**src/rtl/spi_target.sv**
```systemverilog
// SPI mode-0 target: 8-bit MSB-first frames with a single-entry transmit holding
// register, oversampled SCLK/CS/COPI via 2-flop synchronizers in the clk_i domain.
module spi_target #(
    parameter logic [7:0] TxIdleByte = 8'hFF
) (
    input  logic       clk_i,
    input  logic       rst_ni,
    input  logic       sclk_i,
    input  logic       cs_ni,
    input  logic       copi_i,
    output logic       cipo_o,
    output logic       cipo_en_o,
    output logic [7:0] rx_data_o,
    output logic       rx_valid_o,
    input  logic [7:0] tx_data_i,
    input  logic       tx_valid_i,
    output logic       tx_ready_o,
    output logic       tx_underrun_o
);

    typedef enum logic {IDLE, ACTIVE} state_t;

    state_t     state_reg;
    logic       sclk_s1_reg, sclk_s2_reg, sclk_d_reg;
    logic       cs_s1_reg, cs_s2_reg, cs_d_reg;
    logic       copi_s1_reg, copi_s2_reg;
    logic [7:0] tx_shift_reg;
    logic [7:0] rx_shift_reg;
    logic [7:0] hold_reg;
    logic [2:0] bit_cnt_reg;

    logic sclk_rise, sclk_fall, cs_fall, load_tx;

    // Synchronizers reset to the bus idle levels so reset never fakes an edge on SCLK.
    always_ff @(posedge clk_i or negedge rst_ni) begin
        if (!rst_ni) begin
            sclk_s1_reg <= 1'b0;
            sclk_s2_reg <= 1'b0;
            sclk_d_reg  <= 1'b0;
            cs_s1_reg   <= 1'b1;
            cs_s2_reg   <= 1'b1;
            cs_d_reg    <= 1'b1;
            copi_s1_reg <= 1'b0;
            copi_s2_reg <= 1'b0;
        end else begin
            sclk_s1_reg <= sclk_i;
            sclk_s2_reg <= sclk_s1_reg;
            sclk_d_reg  <= sclk_s2_reg;
            cs_s1_reg   <= cs_ni;
            cs_s2_reg   <= cs_s1_reg;
            cs_d_reg    <= cs_s2_reg;
            copi_s1_reg <= copi_i;
            copi_s2_reg <= copi_s1_reg;
        end
    end

    assign sclk_rise = sclk_s2_reg & ~sclk_d_reg;
    assign sclk_fall = ~sclk_s2_reg & sclk_d_reg;
    assign cs_fall   = ~cs_s2_reg & cs_d_reg;

    // The tx shifter is (re)loaded at selection and at each byte boundary falling edge.
    always_comb begin
        load_tx = 1'b0;
        if (state_reg == IDLE) begin
            load_tx = cs_fall;
        end else if (!cs_s2_reg && sclk_fall && (bit_cnt_reg == 3'd0)) begin
            load_tx = 1'b1;
        end
    end

    always_ff @(posedge clk_i or negedge rst_ni) begin
        if (!rst_ni) begin
            state_reg     <= IDLE;
            tx_shift_reg  <= 8'h00;
            rx_shift_reg  <= 8'h00;
            hold_reg      <= 8'h00;
            bit_cnt_reg   <= 3'd0;
            rx_data_o     <= 8'h00;
            rx_valid_o    <= 1'b0;
            tx_ready_o    <= 1'b1;
            tx_underrun_o <= 1'b0;
        end else begin
            rx_valid_o    <= 1'b0;
            tx_underrun_o <= 1'b0;

            // tx_ready_o doubles as the holding-register-empty flag.
            if (tx_valid_i && tx_ready_o) begin
                hold_reg   <= tx_data_i;
                tx_ready_o <= 1'b0;
            end else if (load_tx && !tx_ready_o) begin
                tx_ready_o <= 1'b1;
            end

            if (load_tx) begin
                tx_shift_reg  <= tx_ready_o ? TxIdleByte : hold_reg;
                tx_underrun_o <= tx_ready_o;
            end

            case (state_reg)
                IDLE: begin
                    if (cs_fall) begin
                        state_reg   <= ACTIVE;
                        bit_cnt_reg <= 3'd0;
                    end
                end
                ACTIVE: begin
                    if (cs_s2_reg) begin
                        state_reg   <= IDLE;
                        bit_cnt_reg <= 3'd0;
                    end else if (sclk_rise) begin
                        rx_shift_reg <= {rx_shift_reg[6:0], copi_s2_reg};
                        bit_cnt_reg  <= bit_cnt_reg + 3'd1;
                        if (bit_cnt_reg == 3'd7) begin
                            rx_data_o  <= {rx_shift_reg[6:0], copi_s2_reg};
                            rx_valid_o <= 1'b1;
                        end
                    end else if (sclk_fall && (bit_cnt_reg != 3'd0)) begin
                        tx_shift_reg <= {tx_shift_reg[6:0], 1'b0};
                    end
                end
                default: state_reg <= IDLE;
            endcase
        end
    end

    assign cipo_en_o = (state_reg == ACTIVE);
    assign cipo_o    = (state_reg == ACTIVE) & tx_shift_reg[7];

endmodule

```
**config.mk**
```make
export PLATFORM = sky130hd
export DESIGN_NAME = spi_target
export DESIGN_NICKNAME = d
export VERILOG_FILES = /design/src/rtl/spi_target.sv
export SDC_FILE = /design/constraint.sdc
export NUM_CORES = 1
export LEC_CHECK = 0
export CAP_MARGIN = 20
export CORE_UTILIZATION = 35
export DETAILED_ROUTE_END_ITERATION = 8
export GPL_ROUTABILITY_DRIVEN = 0
export SLEW_MARGIN = 5
export SYNTH_ARGS = -nofsm -noshare
export SYNTH_HDL_FRONTEND = slang
export SYNTH_SLANG_ARGS = --single-unit
export TNS_END_PERCENT = 1
```
**constraint.sdc**
```tcl
create_clock -name clk_i -period 2.8 [get_ports clk_i]
set_input_delay 0.84 -clock clk_i [delete_from_list [all_inputs] [get_ports clk_i]]
set_output_delay 0.84 -clock clk_i [all_outputs]
set_load 0.05 [all_outputs]
```
* Yosys cells after proc, flatten, opt, wreduce, memory -nomap -nowiden
Cells that the tools add are included.
** Cells by class
- Add/subtract/negate cells :: 1
- Multiply operators :: 0
- Divide/modulo/power cells :: 0
- Order comparisons :: 0
- Equality and inequality tests :: 3
- Shift-type cells :: 0
- Multiplexer cells :: 22
- Bitwise operators :: 8
- Reductions and logical operators :: 13
** Operator list (number)
- $mux 8 :: 6
- $mux 1 :: 11
- $mux 3 :: 3
- $pmux 3 s2 :: 1
- $logic_and 1x1->1 :: 5
- $and 1x1->1 :: 4
- $not 1->1 :: 4
- $reduce_and 4->1 :: 1
- $add 3x1->3 const B :: 1
- $eq 3x3->1 const B :: 1
- $logic_not 3->1 :: 1
- $ne 3x1->1 const B :: 1
- $reduce_and 3->1 :: 1
- $reduce_bool 3->1 :: 1
- $logic_not 1->1 :: 2
- $ne 2x2->1 const B :: 1
- $pmux 1 s2 :: 1
- $reduce_and 2->1 :: 1
- $reduce_bool 2->1 :: 1
** Storage, ports and cells
- Register bits :: 46
- Bits in latches :: 0
- RAM bits :: 0
- ROM bits :: 0
- Logic and storage cells :: 64
- Memories kept :: 0

* Logic depth before layout (Yosys ltp)
Gate-level depths: netlist (run 1).
- Depth after elaboration :: 11
- Depth in mapped cells :: 5
- Gate-level depth less buffers :: 5

* Worst setup path after synthesis (run 1)
No wires, ideal clock.
- Path type :: register to output
- From :: register state_reg (netlist: cipo_en_o)
- To :: output port cipo_o
- Data arrival time :: 1.227 ns
- Setup slack :: 0.733 ns
- Stages on the path, launching flop included :: 2
- Cell sequence :: dfrtp_1 > and2_1
** On the way
- Cells in the longest elaborated chain, start to end :: 1
** RTL lines
- from (decl) :: line 23 : state_t state_reg;
- from (signal assigned) :: line 73 : state_reg <= IDLE;
- from (signal assigned) :: line 102 : state_reg <= ACTIVE;
- from (signal assigned) :: line 108 : state_reg <= IDLE;
- $and 1x1->1 :: line 127 : assign cipo_o = (state_reg == ACTIVE) & tx_shift_reg[7];
- to (decl) :: line 11 : output logic cipo_o,
Every way passes these cells.

* Worst setup path after layout (run 1)
- From :: register tx_ready_o
- To :: output port tx_ready_o
** RTL lines
- from (decl) :: line 17 : output logic tx_ready_o,
- from (signal assigned) :: line 80 : tx_ready_o <= 1'b1;
- from (signal assigned) :: line 89 : tx_ready_o <= 1'b0;
- from (signal assigned) :: line 91 : tx_ready_o <= 1'b1;
No word-level cell between the ends.

==> impl_metrics.yaml, run 1 <==
placed_design:
  pre_cts_slack_ps: 505.0
  port_buffers: 26
  placed_cells: 226
  place_hpwl_mm: 2.210
  postPlaceCellArea_um2: 2187
route:
  detail_route.wl_per_cell_um: 13.38
  drt_wl_total_mm: 3.132
  drt-initial-drc-count: 50
  postRouteAntennaNets: 0
  drtPass1Iterations: 4
  viasPerCell: 4.658
  vias: 1090
  route.detailed.drc: 0
synthesis:
  synth_top_family_by_area: "multiplexers"
  synth-compound-area-share: 0.06716
  synth_cell_types: 28
  synth-edff-count: 0
  syn_area_um2: 1863
  ys_seq_area_frac: 0.6206
  ys_ff_latch: 46
  synth_ff_type: "dfrtp_1"
  async_flop_share: 1.000
  synthMuxAreaShare: 0.1504
  synth-simple-area-share: 0.1054
  syn_nets: 149
  avgSynthCellArea_um2: 14.11
  yosys_warnings: 0
  synthAdderAreaFrac: 0.02015
  synth_xor_area_frac: 0
  syn_inst: 132
floorplan:
  die_w_um: 74.96
  io_pins: 27
  start_util: 0.3648
  die_h_um: 74.96
  core_um2: 5107
  rows: 26
  design.die.area_um2: 5619
finish:
  final_util: 0.4498
  final_cells: 234
  n_antenna_cell: 0
  nFillCells: 464
  multi_input_area_um2: 639.4
  fin_area_um2: 2297
  layout-drive-gt1-share: 0.2561
  finalNetCount: 180
  layout.cells.most_common: "dfrtp_1"
  regArea_um2: 1156
  area_growth_pct: 23.30
  layout_common_cells: "42 x dfrtp_1, 25 x clkdlybuf4s50_1, 23 x mux2_2, 11 x inv_1, 10 x nor2_1"
global_route:
  grt_use_total: 0.1273
  grt_pass1_wl_mm: 5.154
  antenna_found_initial: 0
  grt-ovfl-total: 0
  grt_max_degree: 29
  grt_pass1_vias: 1133
critical_path:
  path_cells: "clkdlybuf4s50_1"
  crit_required_ps: 1960
  r2r-start: "cipo_en_o$_DFF_PN0_"
  worstPathMaxFanout: 12
  slowest_stage: "clkdlybuf4s50_1"
  startpoint_type: "register"
  timing.critical_path.buf_inv: 1
  cp-startpoint: "tx_ready_o$_DFFE_PN1P_"
  regToRegSetupSlack_ps: 1180
  cp.arrival_ps: 1770
  cp_slowest_stage_delay_ps: 840
  critPathKind: "reg -> out"
  cp-end-kind: "output port"
  crit_family: "buffers and inverters"
sta:
  worst_pin_slew_ps: 623.9
  finalCriticalPeriod_ps: 2607
  setup_viol: 0
  fmax_mhz: 383.5
  finalHoldViolCount: 0
  fin_skew_ps: 6.429
  tns_ps: 0
  period_share: 0.9312
  rsz0062_at_grt: "false"
  slew_viol_final: 0
  max_slew_margin: 0.5841
  fin_ws_ps: 192.7
clock_network:
  cts_setup_buffers: 0
  cts_tree: "done"
  cts_inserted_buffers: 5
  cts_resized: 0
  cts.sinks: 46
  clock_latency_ps: 290
  clk_pin_slew_worst_paths_ps: 80
  htree_levels: 2
  cts-root-buf: "clkbuf_8"
  holdBufCountCts: 0
  cts_buffer_depth: 2
power_and_ir_drop:
  powerDensity_nw_per_um2: 646.0
  leakage_nw: 1.045
  peakVddDrop_uv: 257.2
worst_hold_path:
  holdCritPathClass: "reg -> reg"
  hold_path.startpoint: "cs_s1_reg$_DFF_PN1_"
run_status:
  status: "completed"
run:
  maxCapViolCount: 0
[path summary, 6_finish.rpt]
path	to	cells past startpoint
worst min-delay path	cs_s2_reg$_DFF_PN1_	0
worst min register to register	cs_s2_reg$_DFF_PN1_	0
worst max-delay path	tx_ready_o	1
worst max register to register	tx_shift_reg[6]$_DFF_PN0_	3
max in group asynchronous	cs_s1_reg$_DFF_PN1_	2
min in group asynchronous	tx_shift_reg[7]$_DFF_PN0_	1
[worst reg2reg max path, delay by kind of cell (launching register included)]
kind | cells | cell delay [ps]
simple gates | 1 | 560
flops | 1 | 500
compound gates | 2 | 470
[per-layer routing]
layer  up-vias  GRT usage  share of wire
met5         -          0              0
met4         0    0.05241         0.0042
met2        22     0.2182           0.52
met1       545     0.1472           0.44
met3         2    0.04150          0.041
li1        521          -              -
[synthesized netlist by cell type (all sizes together) (2+ instances only)]
cell | n | area [µm²]
a22o | 2 | 17.52
buf | 2 | 22.52
dfrtp | 42 | 1051
dfstp | 4 | 105.1
ha | 3 | 37.54
inv | 11 | 41.29
mux2 | 24 | 270.3
nand2 | 2 | 15.01
nand2b | 2 | 12.51
nand3 | 7 | 35.03
nor2 | 10 | 37.54
nor2b | 3 | 18.77
nor3b | 2 | 15.01
o221ai | 7 | 67.56
[stage by stage]
step / power, mW / hold WS [ps]
5_1_grt: 1.568 / 358.7
3_3_place_gp: 1.032 / 338.5
4_1_cts: 1.516 / 359.2
6_report: 1.484 / 350.1
3_5_place_dp: 1.048 / 343.6
2_1_floorplan: 0.9620 / 331.2
[cells by family after synthesis]
kind of cell	count (synthesis)
DFF	46
and+or+nand+nor	31
muxes	25
buffers and inverters	14
AOI/OAI and AO/OA	13
adders and majority gates	3
[power by group]
group          total, mW  internal (mW)  switching, mW
sequential         0.822          0.761         0.0609
clock              0.455          0.249          0.206
combinational      0.207          0.110         0.0974
total               1.48           1.12          0.364
[cell type report]
cell class              count  area share
flip-flops and latches     46      0.5033
clock buffers               8     0.04793
repair buffers             27      0.1144
inverters                  11     0.01797
well taps                  70     0.03813
multi-input cells          72      0.2783
Note: power is estimated with default switching activity, not from simulation.
==> run 2, diff against run 1 <==
Settings changed: CAP_MARGIN 20 to 10.
==> results of run 2 <==
Final layout, timing and power as in run 1 (identical DEF).
==> run 3, diff against run 2 <==
Settings changed: CORE_UTILIZATION 35 to 40, SLEW_MARGIN 5 to 20.
==> impl_metrics.yaml, run 3 (same netlist as run 1, synthesis figures left out) <==
global_route:
  grt_use_total: 0.1410
  antenna_found_initial: 0
  grt_pass1_wl_mm: 5.430
  grt_max_degree: 23
  grt-ovfl-total: 0
  grt_pass1_vias: 1181
critical_path:
  cp-end-kind: "output port"
  critPathKind: "reg -> out"
  crit_family: "buffers and inverters"
  r2r_cells: 3
  startpoint_type: "register"
  cp_slowest_stage_delay_ps: 840
  regToRegSetupSlack_ps: 1210
  timing.critical_path.buf_inv: 1
  path_cells: "clkdlybuf4s50_1"
  r2r-start: "cipo_en_o$_DFF_PN0_"
  crit_required_ps: 1960
  worstPathMaxFanout: 12
  cp.arrival_ps: 1770
  slowest_stage: "clkdlybuf4s50_1"
  r2r-end: "tx_shift_reg[6]$_DFF_PN0_"
placed_design:
  placed_cells: 209
  postPlaceCellArea_um2: 2172
  pre_cts_slack_ps: 502.5
  place_hpwl_mm: 2.191
  port_buffers: 26
power_and_ir_drop:
  leakage_nw: 1.031
  peakVddDrop_uv: 337.9
  powerDensity_nw_per_um2: 627.6
route:
  postRouteAntennaNets: 0
  route.detailed.drc: 0
  detail_route.wl_per_cell_um: 14.24
  drtPass1Iterations: 4
  viasPerCell: 5.152
  vias: 1118
  drt_wl_total_mm: 3.091
  drt-initial-drc-count: 61
floorplan:
  die_h_um: 70.25
  die_w_um: 70.25
  start_util: 0.4221
  io_pins: 27
  design.die.area_um2: 4934
  rows: 24
  core_um2: 4414
sta:
  fmax_mhz: 383.0
  finalHoldViolCount: 0
  worst_pin_slew_ps: 642.3
  setup_viol: 0
  rsz0062_at_grt: "false"
  max_slew_margin: 0.5718
  fin_skew_ps: 7.427
  fin_hold_ws_ps: 345.5
  finalCriticalPeriod_ps: 2611
  tns_ps: 0
  slew_viol_final: 0
  fin_ws_ps: 188.8
  period_share: 0.9326
finish:
  layout.cells.most_common: "dfrtp_1"
  regArea_um2: 1156
  layout_common_cells: "42 x dfrtp_1, 25 x clkdlybuf4s50_1, 23 x mux2_2, 11 x inv_1, 10 x nor2_1"
  fin_area_um2: 2256
  area_growth_pct: 21.09
  n_antenna_cell: 0
  finalNetCount: 181
  nFillCells: 393
  multi_input_area_um2: 639.4
  layout-drive-gt1-share: 0.2485
  final_cells: 217
clock_network:
  htree_levels: 2
  cts_resized: 0
  clk_pin_slew_worst_paths_ps: 80
  cts_buffer_depth: 2
  cts_inserted_buffers: 5
  cts_setup_buffers: 0
  holdBufCountCts: 0
  clock_latency_ps: 290
  cts-root-buf: "clkbuf_8"
  cts.sinks: 46
  cts_tree: "done"
run:
  maxCapViolCount: 0
run_status:
  status: "completed"
worst_hold_path:
  holdCritPathClass: "in -> async"
## run 3: worst max-delay path by stage
stage,startpoint,end,cells after the start
floorplan,cipo_en_o$_DFF_PN0_,cipo_o,1
global placement,tx_ready_o$_DFFE_PN1P_,tx_ready_o,1
detailed placement,tx_ready_o$_DFFE_PN1P_,tx_ready_o,1
CTS,tx_ready_o$_DFFE_PN1P_,tx_ready_o,1
global route,tx_ready_o$_DFFE_PN1P_,tx_ready_o,1
finish,tx_ready_o$_DFFE_PN1P_,tx_ready_o,1
## run 3: layout make-up
class / instances / share of cell area
Clock inverter: 1 / 0.003328
Clock buffer: 7 / 0.03383
Tap cell: 52 / 0.02884
Timing Repair Buffer: 28 / 0.1198
Inverter: 11 / 0.01830
Sequential cell: 46 / 0.5125
Multi-Input combinational cell: 72 / 0.2834
## run 3: routing by layer
metal / up-vias / GRT usage / part of all wire
li1: 525 / - / -
met1: 554 / 0.1794 / 0.46
met2: 34 / 0.2275 / 0.48
met3: 5 / 0.04762 / 0.048
met4: 0 / 0.04222 / 0.012
met5: - / 0 / 0
## run 3: report_power, final
group | internal, mW | switching [mW] | leakage [nW] | total [mW]
clock network | 0.177 | 0.209 | 0.0385 | 0.385
registers | 0.761 | 0.0609 | 0.578 | 0.822
logic | 0.111 | 0.0984 | 0.415 | 0.209
## run 3: stage by stage
stage          utilization  power (mW)
6_report            0.5111       1.416
2_1_floorplan            -      0.9620
5_1_grt             0.5111       1.488
3_3_place_gp        0.4921       1.033
3_5_place_dp        0.4921       1.045
4_1_cts             0.5111       1.430
